$ cat src/rtl/iob_rd_seq.sv
// Read-side sequencer for the IO buffer: scans a W x H tile plus a P-wide zero border
// row-major, issuing one read or pad request per accepted position.
module iob_rd_seq #(
    parameter int AW = 12,
    parameter int DW = 8,
    parameter int PW = 2
) (
    input  logic          i_clk,
    input  logic          i_rst_n,
    input  logic          i_start,
    input  logic [AW-1:0] i_base_addr,
    input  logic [AW-1:0] i_line_stride,
    input  logic [DW-1:0] i_width,
    input  logic [DW-1:0] i_height,
    input  logic [PW-1:0] i_pad,
    input  logic          i_ext_en,
    input  logic          i_ready,
    output logic [AW-1:0] o_iob_raddr,
    output logic          o_iob_rd_en,
    output logic          o_iob_pad_en,
    output logic          o_iob_wsel,
    output logic          o_busy,
    output logic          o_done
);

    localparam int CW = 9;

    typedef enum logic [1:0] {IDLE, RUN, FIN} state_t;

    state_t        state;
    logic [AW-1:0] stride_q;
    logic [DW-1:0] width_q;
    logic [DW-1:0] height_q;
    logic [PW-1:0] pad_q;
    logic [AW-1:0] row_base;
    logic [AW-1:0] col_addr;
    logic [CW-1:0] col;
    logic [CW-1:0] row;
    logic          last_q;

    logic          start_ok;
    logic          zero_size;
    logic          step;

    logic [AW-1:0] s_stride;
    logic [AW-1:0] s_row_base;
    logic [AW-1:0] s_col_addr;
    logic [DW-1:0] s_width;
    logic [DW-1:0] s_height;
    logic [PW-1:0] s_pad;
    logic [CW-1:0] s_col;
    logic [CW-1:0] s_row;

    logic [CW-1:0] p_ext;
    logic [CW-1:0] w_ext;
    logic [CW-1:0] h_ext;
    logic [CW-1:0] pwd_m1;
    logic [CW-1:0] pht_m1;
    logic          col_in;
    logic          row_in;
    logic          interior;
    logic          row_end;
    logic          last_pos;
    logic [AW-1:0] row_nxt;

    assign start_ok  = (state == IDLE) && i_start && !i_ext_en;
    assign zero_size = (i_width == '0) || (i_height == '0);
    assign step      = i_ready && ((start_ok && !zero_size) || (state == RUN && !last_q));

    // Position 0 is evaluated on the start edge itself, so it sees the live config.
    always_comb begin
        s_stride   = stride_q;
        s_width    = width_q;
        s_height   = height_q;
        s_pad      = pad_q;
        s_row_base = row_base;
        s_col_addr = col_addr;
        s_col      = col;
        s_row      = row;
        if (state == IDLE) begin
            s_stride   = i_line_stride;
            s_width    = i_width;
            s_height   = i_height;
            s_pad      = i_pad;
            s_row_base = i_base_addr;
            s_col_addr = i_base_addr;
            s_col      = '0;
            s_row      = '0;
        end
    end

    assign p_ext    = CW'(s_pad);
    assign w_ext    = CW'(s_width);
    assign h_ext    = CW'(s_height);
    assign pwd_m1   = w_ext + (p_ext << 1) - 1'b1;
    assign pht_m1   = h_ext + (p_ext << 1) - 1'b1;
    assign col_in   = (s_col >= p_ext) && (s_col < p_ext + w_ext);
    assign row_in   = (s_row >= p_ext) && (s_row < p_ext + h_ext);
    assign interior = col_in && row_in;
    assign row_end  = (s_col == pwd_m1);
    assign last_pos = row_end && (s_row == pht_m1);
    assign row_nxt  = row_in ? s_row_base + s_stride : s_row_base;

    assign o_iob_wsel = o_busy;

    always_ff @(posedge i_clk or negedge i_rst_n) begin
        if (!i_rst_n) begin
            state        <= IDLE;
            stride_q     <= '0;
            width_q      <= '0;
            height_q     <= '0;
            pad_q        <= '0;
            row_base     <= '0;
            col_addr     <= '0;
            col          <= '0;
            row          <= '0;
            last_q       <= 1'b0;
            o_iob_raddr  <= '0;
            o_iob_rd_en  <= 1'b0;
            o_iob_pad_en <= 1'b0;
            o_busy       <= 1'b0;
            o_done       <= 1'b0;
        end else begin
            o_iob_rd_en  <= 1'b0;
            o_iob_pad_en <= 1'b0;
            case (state)
                IDLE: begin
                    o_done <= 1'b0;
                    if (start_ok) begin
                        stride_q <= i_line_stride;
                        width_q  <= i_width;
                        height_q <= i_height;
                        pad_q    <= i_pad;
                        row_base <= i_base_addr;
                        col_addr <= i_base_addr;
                        col      <= '0;
                        row      <= '0;
                        last_q   <= 1'b0;
                        if (zero_size) begin
                            state  <= FIN;
                            o_done <= 1'b1;
                        end else begin
                            state  <= RUN;
                            o_busy <= 1'b1;
                        end
                    end
                end
                RUN: begin
                    if (last_q) begin
                        state  <= FIN;
                        last_q <= 1'b0;
                        o_busy <= 1'b0;
                        o_done <= 1'b1;
                    end
                end
                FIN: begin
                    o_done <= 1'b0;
                    state  <= IDLE;
                end
                default: state <= IDLE;
            endcase

            // Issue the current position; these assignments override the start defaults above.
            if (step) begin
                o_iob_rd_en  <= interior;
                o_iob_pad_en <= !interior;
                if (interior) begin
                    o_iob_raddr <= s_col_addr;
                end
                if (last_pos) begin
                    last_q <= 1'b1;
                    col    <= '0;
                    row    <= '0;
                end else if (row_end) begin
                    col      <= '0;
                    row      <= s_row + 1'b1;
                    row_base <= row_nxt;
                    col_addr <= row_nxt;
                end else begin
                    col <= s_col + 1'b1;
                    if (interior) begin
                        col_addr <= s_col_addr + 1'b1;
                    end
                end
            end
        end
    end

endmodule

$ cat config.mk
export PLATFORM = sky130hd
export DESIGN_NAME = iob_rd_seq
export DESIGN_NICKNAME = d
export VERILOG_FILES = /design/src/rtl/iob_rd_seq.sv
export SDC_FILE = /design/constraint.sdc
export NUM_CORES = 1
export LEC_CHECK = 0
export CAP_MARGIN = 20
export CORE_ASPECT_RATIO = 1.25
export CORE_MARGIN = 3
export CORE_UTILIZATION = 53
export CTS_BUF_LIST = sky130_fd_sc_hd__clkbuf_16
export CTS_CLUSTER_DIAMETER = 50
export CTS_CLUSTER_SIZE = 40
export DETAILED_ROUTE_END_ITERATION = 10
export PLACE_DENSITY_LB_ADDON = 0.15
export SYNTH_ARGS = -nofsm -noshare
export SYNTH_HDL_FRONTEND = slang
export SYNTH_SLANG_ARGS = --single-unit
$ cat constraint.sdc
create_clock -name i_clk -period 7.71 [get_ports i_clk]
set_clock_uncertainty 0.15 [all_clocks]
set_input_delay 1.542 -clock i_clk [delete_from_list [all_inputs] [get_ports i_clk]]
set_output_delay 1.542 -clock i_clk [all_outputs]
set_load 0.01 [all_outputs]
# Yosys cells after proc, flatten, opt, wreduce, memory -nomap -nowiden
# Cells that the tools add are included.
[word_totals]
regBits = 91
latch_bits = 0
ramBits = 0
rom_bits = 0
in_bits = 47
out_inout_bits = 17
word_cells = 112
memories = 0
[op_classes]
n_addsub = 10
n_mul = 0
n_div = 0
order_cmp = 4
eq_ne = 7
shift = 0
muxes = 48
n_bitwise = 0
reduce_logical = 28
[ops]
columns = ["op", "n"]
rows = [
  ["2-to-1 mux 12 bit", 15],
  ["2-to-1 mux 9 bit", 12],
  ["adder 2 x 8 -> 9 bit", 2],
  ["adder 8 x 3 -> 9 bit", 2],
  ["adder 9 x 1 -> 9 bit, second input constant", 2],
  ["equality test 9 bit", 2],
  ["greater-or-equal comparator 9 x 2 -> 1 bit", 2],
  ["< comparator 9 bit", 2],
  ["subtractor 9 x 1 -> 9 bit, second input constant", 2],
  ["logical NOT 8 bit", 2],
  ["2-to-1 mux 8 bit", 2],
  ["adder 12 x 1 -> 12 bit, second input constant", 1],
  ["adder 12 bit", 1],
  ["2-to-1 mux 1 bit", 11],
  ["AND reduction 2 bit", 5],
  ["logical AND 1 bit", 9],
  ["2-to-1 mux 2 bit", 4],
  ["!= test 2 bit, second input constant", 3],
  ["nonzero test 2 bit", 3],
  ["logical NOT 1 bit", 4],
  ["one-hot mux 1 bit (2 select lines)", 2],
  ["one-hot mux 2 bit (2 select lines)", 1],
  ["AND reduction 4 bit", 1],
  ["one-hot mux 1 bit (3 select lines)", 1],
  ["other kinds (5)", 6],
]

# Longest topological paths before layout
[logic_depth]
depth_word = 10
depth_mapped = 28
depth_no_buf = 19

# Worst setup path after synthesis
# No wires, ideal clock.
[synth_path]
path_kind = "reg2reg"
from = "reg state[0]"
to = "reg o_iob_raddr[1]"
setup_time_ns = 0.125
arrival_ns = 5.323
t_required_ns = 7.435
path_slack_ns = 2.112
path_stages_with_launch = 26
path_buffers = 9
period_less_slack_ns = 5.598
cell_sequence = "dfrtp_1 > inv_1 > ha_1 > buf_2 > buf_6 > buf_4 > buf_2 > buf_2 > buf_2 > buf_2 > buf_2 > mux2i_1 > inv_1 > ha_1 > ha_1 > nor2_1 > nor3_1 > xnor2_1 > ha_1 > a211oi_1 > nand2_1 > o31ai_1 > nand2_1 > nor3_2 > buf_2 > mux2_2"
[synth_via]
elab_chain_cells = 7
elab_cells_between_ends = 24
cone_classes = "add/sub (2); order compare (4); eq/ne (1); mux (6); reduce/logical (11)"
[synth_lines]
columns = ["item", "line_no", "source"]
rows = [
  ["start, declared", "30", "state_t state;"],
  ["start signal, assigned", "108", "state <= IDLE;"],
  ["start signal, assigned", "140", "state <= FIN;"],
  ["start signal, assigned", "143", "state <= RUN;"],
  ["logical NOT 2 bit", "66, 80", ""],
  ["2-to-1 mux 2 bit (tied with other cells)", "80", "if (state == IDLE) begin"],
  ["adder 2 x 8 -> 9 bit (tied with other cells)", "97", "assign col_in = (s_col >= p_ext) && (s_col < p_ext + w_ext);"],
  ["< comparator 9 bit (tied with other cells)", "97", ""],
  ["logical AND 1 bit (tied with other cells)", "97", ""],
  ["logical AND 1 bit (on tied branches)", "99, 68", ""],
  ["AND reduction 2 bit (no line)", "n/a", ""],
  ["end signal, assigned", "168", "o_iob_raddr <= s_col_addr;"],
  ["end, declared", "18", "output logic [AW-1:0] o_iob_raddr,"],
]
# Parallel ways exist; a longest one is shown, timed or not.
# A chain may end at the register's enable or synchronous reset.

# Worst setup path after layout
[layout_path]
from = "in i_pad[0]"
to = "reg col_addr[9]"
[layout_via]
elab_chain_cells = 9
elab_cells_between_ends = 22
cone_classes = "add/sub (6); order compare (4); eq/ne (2); mux (6); reduce/logical (4)"
[layout_lines]
columns = ["item", "line_no", "source"]
rows = [
  ["start, declared", "15", "input logic [PW-1:0] i_pad,"],
  ["2-to-1 mux 2 bit *", "80", ""],
  ["branches (longest 6 deep; another with adder 8 x 3 -> 9 bit)", "n/a", ""],
  ["2-to-1 mux 12 bit *", "170", "if (last_pos) begin"],
  ["2-to-1 mux 12 bit *", "164", "if (step) begin"],
  ["end signal, assigned", "135", "col_addr <= i_base_addr;"],
  ["end signal, assigned", "178", "col_addr <= row_nxt;"],
  ["end signal, assigned", "182", "col_addr <= s_col_addr + 1'b1;"],
  ["end, declared", "36", "logic [AW-1:0] col_addr;"],
]
# Every way passes the cells marked *.

==> metrics.md <==
| Metric | Value |
|---|---|
| Die Ht | 140.4 µm |
| Crit path required time | 7790 ps |
| Max-cap violation count | 0 |
| Hold path start | stride_q[9] |
| Switching Fraction | 47.98% |
| Gpl congestion | 0.8991 |
| Maximum number of pins on one net before global-route repair | 56 |
| Tightest slew margin relative to the limit | 34.67% |
| Portion of total power attributed to combinational logic | 70.2% |
| Starting Density | 54.77% |
| Worst reg2reg startpoint | state[0] |
| Distinct cell type count after synthesis | 70 |
| Post-synthesis area per instance | 8.403 µm² |
| Remaining global-route overflow | 0 |
| Areal power density over the cells | 479.3 nW/µm² |
| Instance area at placement | 8386 µm² |
| Netlist area before placement | 7664 µm² |
| Most common cell in the netlist | sky130_fd_sc_hd__nand2_1 |
| Flop pwr share | 18.7% |
| Buffer depth of the longest clock path | 2 |
| Count of boundary I/O pins | 64 |
| HPWL reported at the end of detailed placement | 14960 µm |
| Non-filler cells in the finished layout | 1135 |
| Number of port buffers | 63 |
| DRC viols | 0 |
| Overall Global Routing Usage | 26.26% |
| Post-CTS resize count | 0 |
| First-pass GRT wire length | 33650 µm |
| Area fraction in and, or, nand and nor cells after synthesis | 21.09% |
| P_sw | 0.001997 W |
| Horizontal extent of the die | 113.6 µm |
| Number of rows created at floorplan | 48 |
| Critical-path cell with the highest stage delay | sky130_fd_sc_hd__nor2_1 |
| TritonCTS clock tree | done |
| Final hold violation count | 0 |
| Setup crit end kind | flop |
| Crit Path Max Fanout | 17 |
| Hold depth | 2 |
| Internal portion of total power | 0.002165 W |
| CP Data Arrival Time | 6170 ps |
| Vias | 6776 |
| Share of flip-flops with an asynchronous set or reset | 100.0% |
| Final setup violation count | 0 |
| Predominant post-synthesis flop cell | sky130_fd_sc_hd__dfrtp_1 |
| Number of instances in the synthesized netlist | 912 |
| Xor/xnor cell area share of the yosys netlist | 7.184% |
| Avg WL per Cell | 18.06 µm |
| Post-CTS setup repair buffer count | 0 |
| Min Tclk post-route | 6093 ps |
| Total of flip-flops plus latches after synthesis | 91 |
| Terminus of the critical flop-to-flop path | col_addr[9] |
| Post-Syn Nets | 1027 |
| Worst reg-to-reg setup slack | 2120 ps |
| Synthesis warning total | 0 |
| Post-synth top area share | 29.71% |
| Slowest Stage Delay on Critical Path | 770 ps |
| Startpoint type of the worst setup path | input port |
| Sum of negative setup slack | 0 ps |
| Clock Latency Late Sink | 360 ps |
| RSZ-0062 raised after global routing | false |
| Mean number of vias per cell | 5.970 |
| Worst hold margin | 323.0 ps |
| Root buffer cell | sky130_fd_sc_hd__clkbuf_16 |
| Depth of the worst register-to-register path | 18 |
| Type of the tightest min-delay check | flop to flop |
| Number of H-tree levels | 3 |
| Synthesized-area fraction occupied by ao, oa, aoi and oai cells | 16.13% |
| Maximum operating frequency | 164.1 MHz |
| Post-route antenna net violation count | 0 |
| Critical-path cell list | clkdlybuf4s50_1 -> mux2i_1 -> inv_1 -> ha_1 -> ha_1 -> nor2_1 -> nor3_1 -> xnor2_1 -> ha_1 -> a211oi_1 -> nand2_1 -> o31ai_1 -> nand2_1 -> nor2_1 -> a311oi_1 -> o221ai_1 -> o221ai_1 |
| Lkg Pwr | 3.963 nW |
| Multiplexer share of the synthesized area | 9.731% |
| Total die area | 15950 µm² |
| DRC marker count from the first detailed-route iteration | 395 |
| Antenna violations before repair | 0 |
| Routed metal-1 wirelength | 8501 µm |
| Total non-filler cell area in the finished layout | 8683 µm² |
| Layout cell share with drive strength beyond 1 | 6.979% |
| Total chip power | 0.004162 W |
| Vias in the first global route | 6766 |
| Top layer reached by signal wires | met4 |
| Post-synthesis cell type with the largest combined area | sky130_fd_sc_hd__dfrtp_1 |
| Sum of routed wire length over all layers | 20500 µm |
| EDFF count, synth | 0 |
| Sum of met2 wire segment lengths after detailed routing | 10500 µm |
| Cell types with the highest counts after synthesis | 161 x sky130_fd_sc_hd__nand2_1, 91 x sky130_fd_sc_hd__dfrtp_1, 65 x sky130_fd_sc_hd__a21oi_1, 65 x sky130_fd_sc_hd__ha_1, 58 x sky130_fd_sc_hd__nor2_1 |
| Sink count of the clock tree | 91 |
| Wire length on met3 | 854 µm |
| Biggest area contributors in the synthesized netlist | sky130_fd_sc_hd__dfrtp_1 30%, sky130_fd_sc_hd__ha_1 11%, sky130_fd_sc_hd__nand2_1 7.9% |
| Peak ir drop on the vdd network | 307.7 µV |
| Main combinational cell family by area after synthesis | simple AND/OR/NAND/NOR gates |
| Crit-path most repeated cell | sky130_fd_sc_hd__ha_1 |
| Core footprint | 13990 µm² |
| Final Max Tran Viols | 0 |
| Clock transition at path regs | 70 ps |
| Run status | completed |
| Placed Cells | 1119 |
| Post-synthesis share of cell area spent on full adders, half adders and majority gates | 11.40% |
| Crit path kind | input port to flop |
| Portion of total power attributed to the clock network | 11.1% |
| Period Utilization, post-route | 79.03% |
| Sequential area share after synthesis | 29.71% |
| Inserted Diodes | 0 |
| Post-CTS Hold Buffers | 0 |
| Min-Delay Endpoint | stride_q[9] |
| Area Overhead vs Synth | 13.31% |
| Number of nets in the layout | 1070 |
| CTS Buf Count | 9 |
| Iteration count of the initial detailed-routing pass | 5 |
| Worst-Margin Slew | 969.7 ps |
[critical path, delay by kind of cell]
kind | cells | cell delay [ps]
mux | 1 | 290
buf+inv | 2 | 580
xor+xnor | 1 | 170
simple gates | 5 | 1650
compound gates | 5 | 1170
fa+ha+maj | 3 | 750
[metrics by stage]
step	worst slack [ps]	utilization [%]
final	1617	62.05
after global routing	1187	62.05
after CTS	1695	62.05
after detailed placement	1338	59.92
after global placement	1463	59.92
after floorplan	2112	-
[cell type report]
class                      count  area, µm²
sequential                    91       2277
fill                        1270       5310
inverter                      41      153.9
clock inverter                 7      72.57
timing repair buffer          72      695.7
multi-input combinational    740       5040
tap                          175      219.0
clock buffer                   9      225.2
[layout by cell type, fill, tap and decap left out, types with 4 or more instances in the layout]
master | netlist | final
sky130_fd_sc_hd__nand2_1 | 161 | 161
sky130_fd_sc_hd__dfrtp_1 | 91 | 91
sky130_fd_sc_hd__a21oi_1 | 65 | 65
sky130_fd_sc_hd__ha_1 | 65 | 64
sky130_fd_sc_hd__clkdlybuf4s50_1 | 0 | 62
sky130_fd_sc_hd__nor2_1 | 58 | 58
sky130_fd_sc_hd__mux2i_1 | 46 | 46
sky130_fd_sc_hd__xnor2_1 | 45 | 45
sky130_fd_sc_hd__inv_1 | 40 | 40
sky130_fd_sc_hd__o21ai_0 | 37 | 37
sky130_fd_sc_hd__nand3_1 | 30 | 30
sky130_fd_sc_hd__mux2_2 | 24 | 24
sky130_fd_sc_hd__nor2b_1 | 22 | 22
sky130_fd_sc_hd__xor2_1 | 16 | 16
sky130_fd_sc_hd__and3_1 | 16 | 16
sky130_fd_sc_hd__nor4_1 | 10 | 10
sky130_fd_sc_hd__buf_4 | 5 | 10
sky130_fd_sc_hd__nor3_1 | 9 | 9
sky130_fd_sc_hd__o31ai_1 | 9 | 9
sky130_fd_sc_hd__clkbuf_16 | 0 | 9
sky130_fd_sc_hd__nand2b_1 | 8 | 8
sky130_fd_sc_hd__a211oi_1 | 7 | 7
sky130_fd_sc_hd__o22ai_1 | 7 | 7
sky130_fd_sc_hd__a31oi_1 | 6 | 6
sky130_fd_sc_hd__a22o_1 | 6 | 6
sky130_fd_sc_hd__and2_1 | 5 | 5
sky130_fd_sc_hd__a2bb2oi_1 | 5 | 5
sky130_fd_sc_hd__a21o_1 | 4 | 4
sky130_fd_sc_hd__o221ai_1 | 4 | 4
sky130_fd_sc_hd__o21a_1 | 4 | 4
[registers in the layout, indices dropped and copies added (netlist names), 2 cells and up]
| signal | flops |
|---|---|
| height_q | 8 |
| o_iob_raddr | 12 |
| stride_q | 12 |
| col_addr | 12 |
| col | 9 |
| pad_q | 2 |
| row_base | 12 |
| row | 9 |
| width_q | 8 |
| state | 2 |
[worst max-delay path by stage]
stage,startpoint,endpoint,slack [ps],depth (start not counted)
global placement,i_pad[0],col_addr[9],1460,17
finish,i_pad[0],col_addr[9],1620,17
detailed placement,i_pad[0],col_addr[9],1340,17
CTS,i_pad[0],col_addr[0],1690,17
global route,i_pad[0],col_addr[0],1190,17
floorplan,state[0],o_iob_raddr[1],2110,25
[routing by layer]
| layer | global-route usage [%] | vias to the layer above |
|---|---|---|
| li1 | - | 3302 |
| met1 | 31.88 | 3242 |
| met2 | 46.51 | 185 |
| met3 | 3.111 | 47 |
| met4 | 11.08 | 0 |
| met5 | 0 | - |
[power by group through the flow]
stage / Combinational [W] / Sequential [W] / Clock (W)
final: 0.00292 / 0.000779 / 0.000463
after global routing: 0.00325 / 0.000801 / 0.000488
after CTS: 0.00292 / 0.000777 / 0.000473
after detailed placement: 0.00290 / 0.000784 / 0
after global placement: 0.00284 / 0.000781 / 0
after floorplan: 0.00224 / 0.000772 / 0
[cells by family after synthesis]
kind of cell             after synthesis
AND/OR/NAND/NOR                      348
AO/OA/AOI/OAI                        191
flip-flops                            91
buffers and inverters                 81
multiplexers                          71
adder cells (fa/ha/maj)               68
XOR/XNOR                              62
No activity file was read; power rests on OpenSTA's default activity.
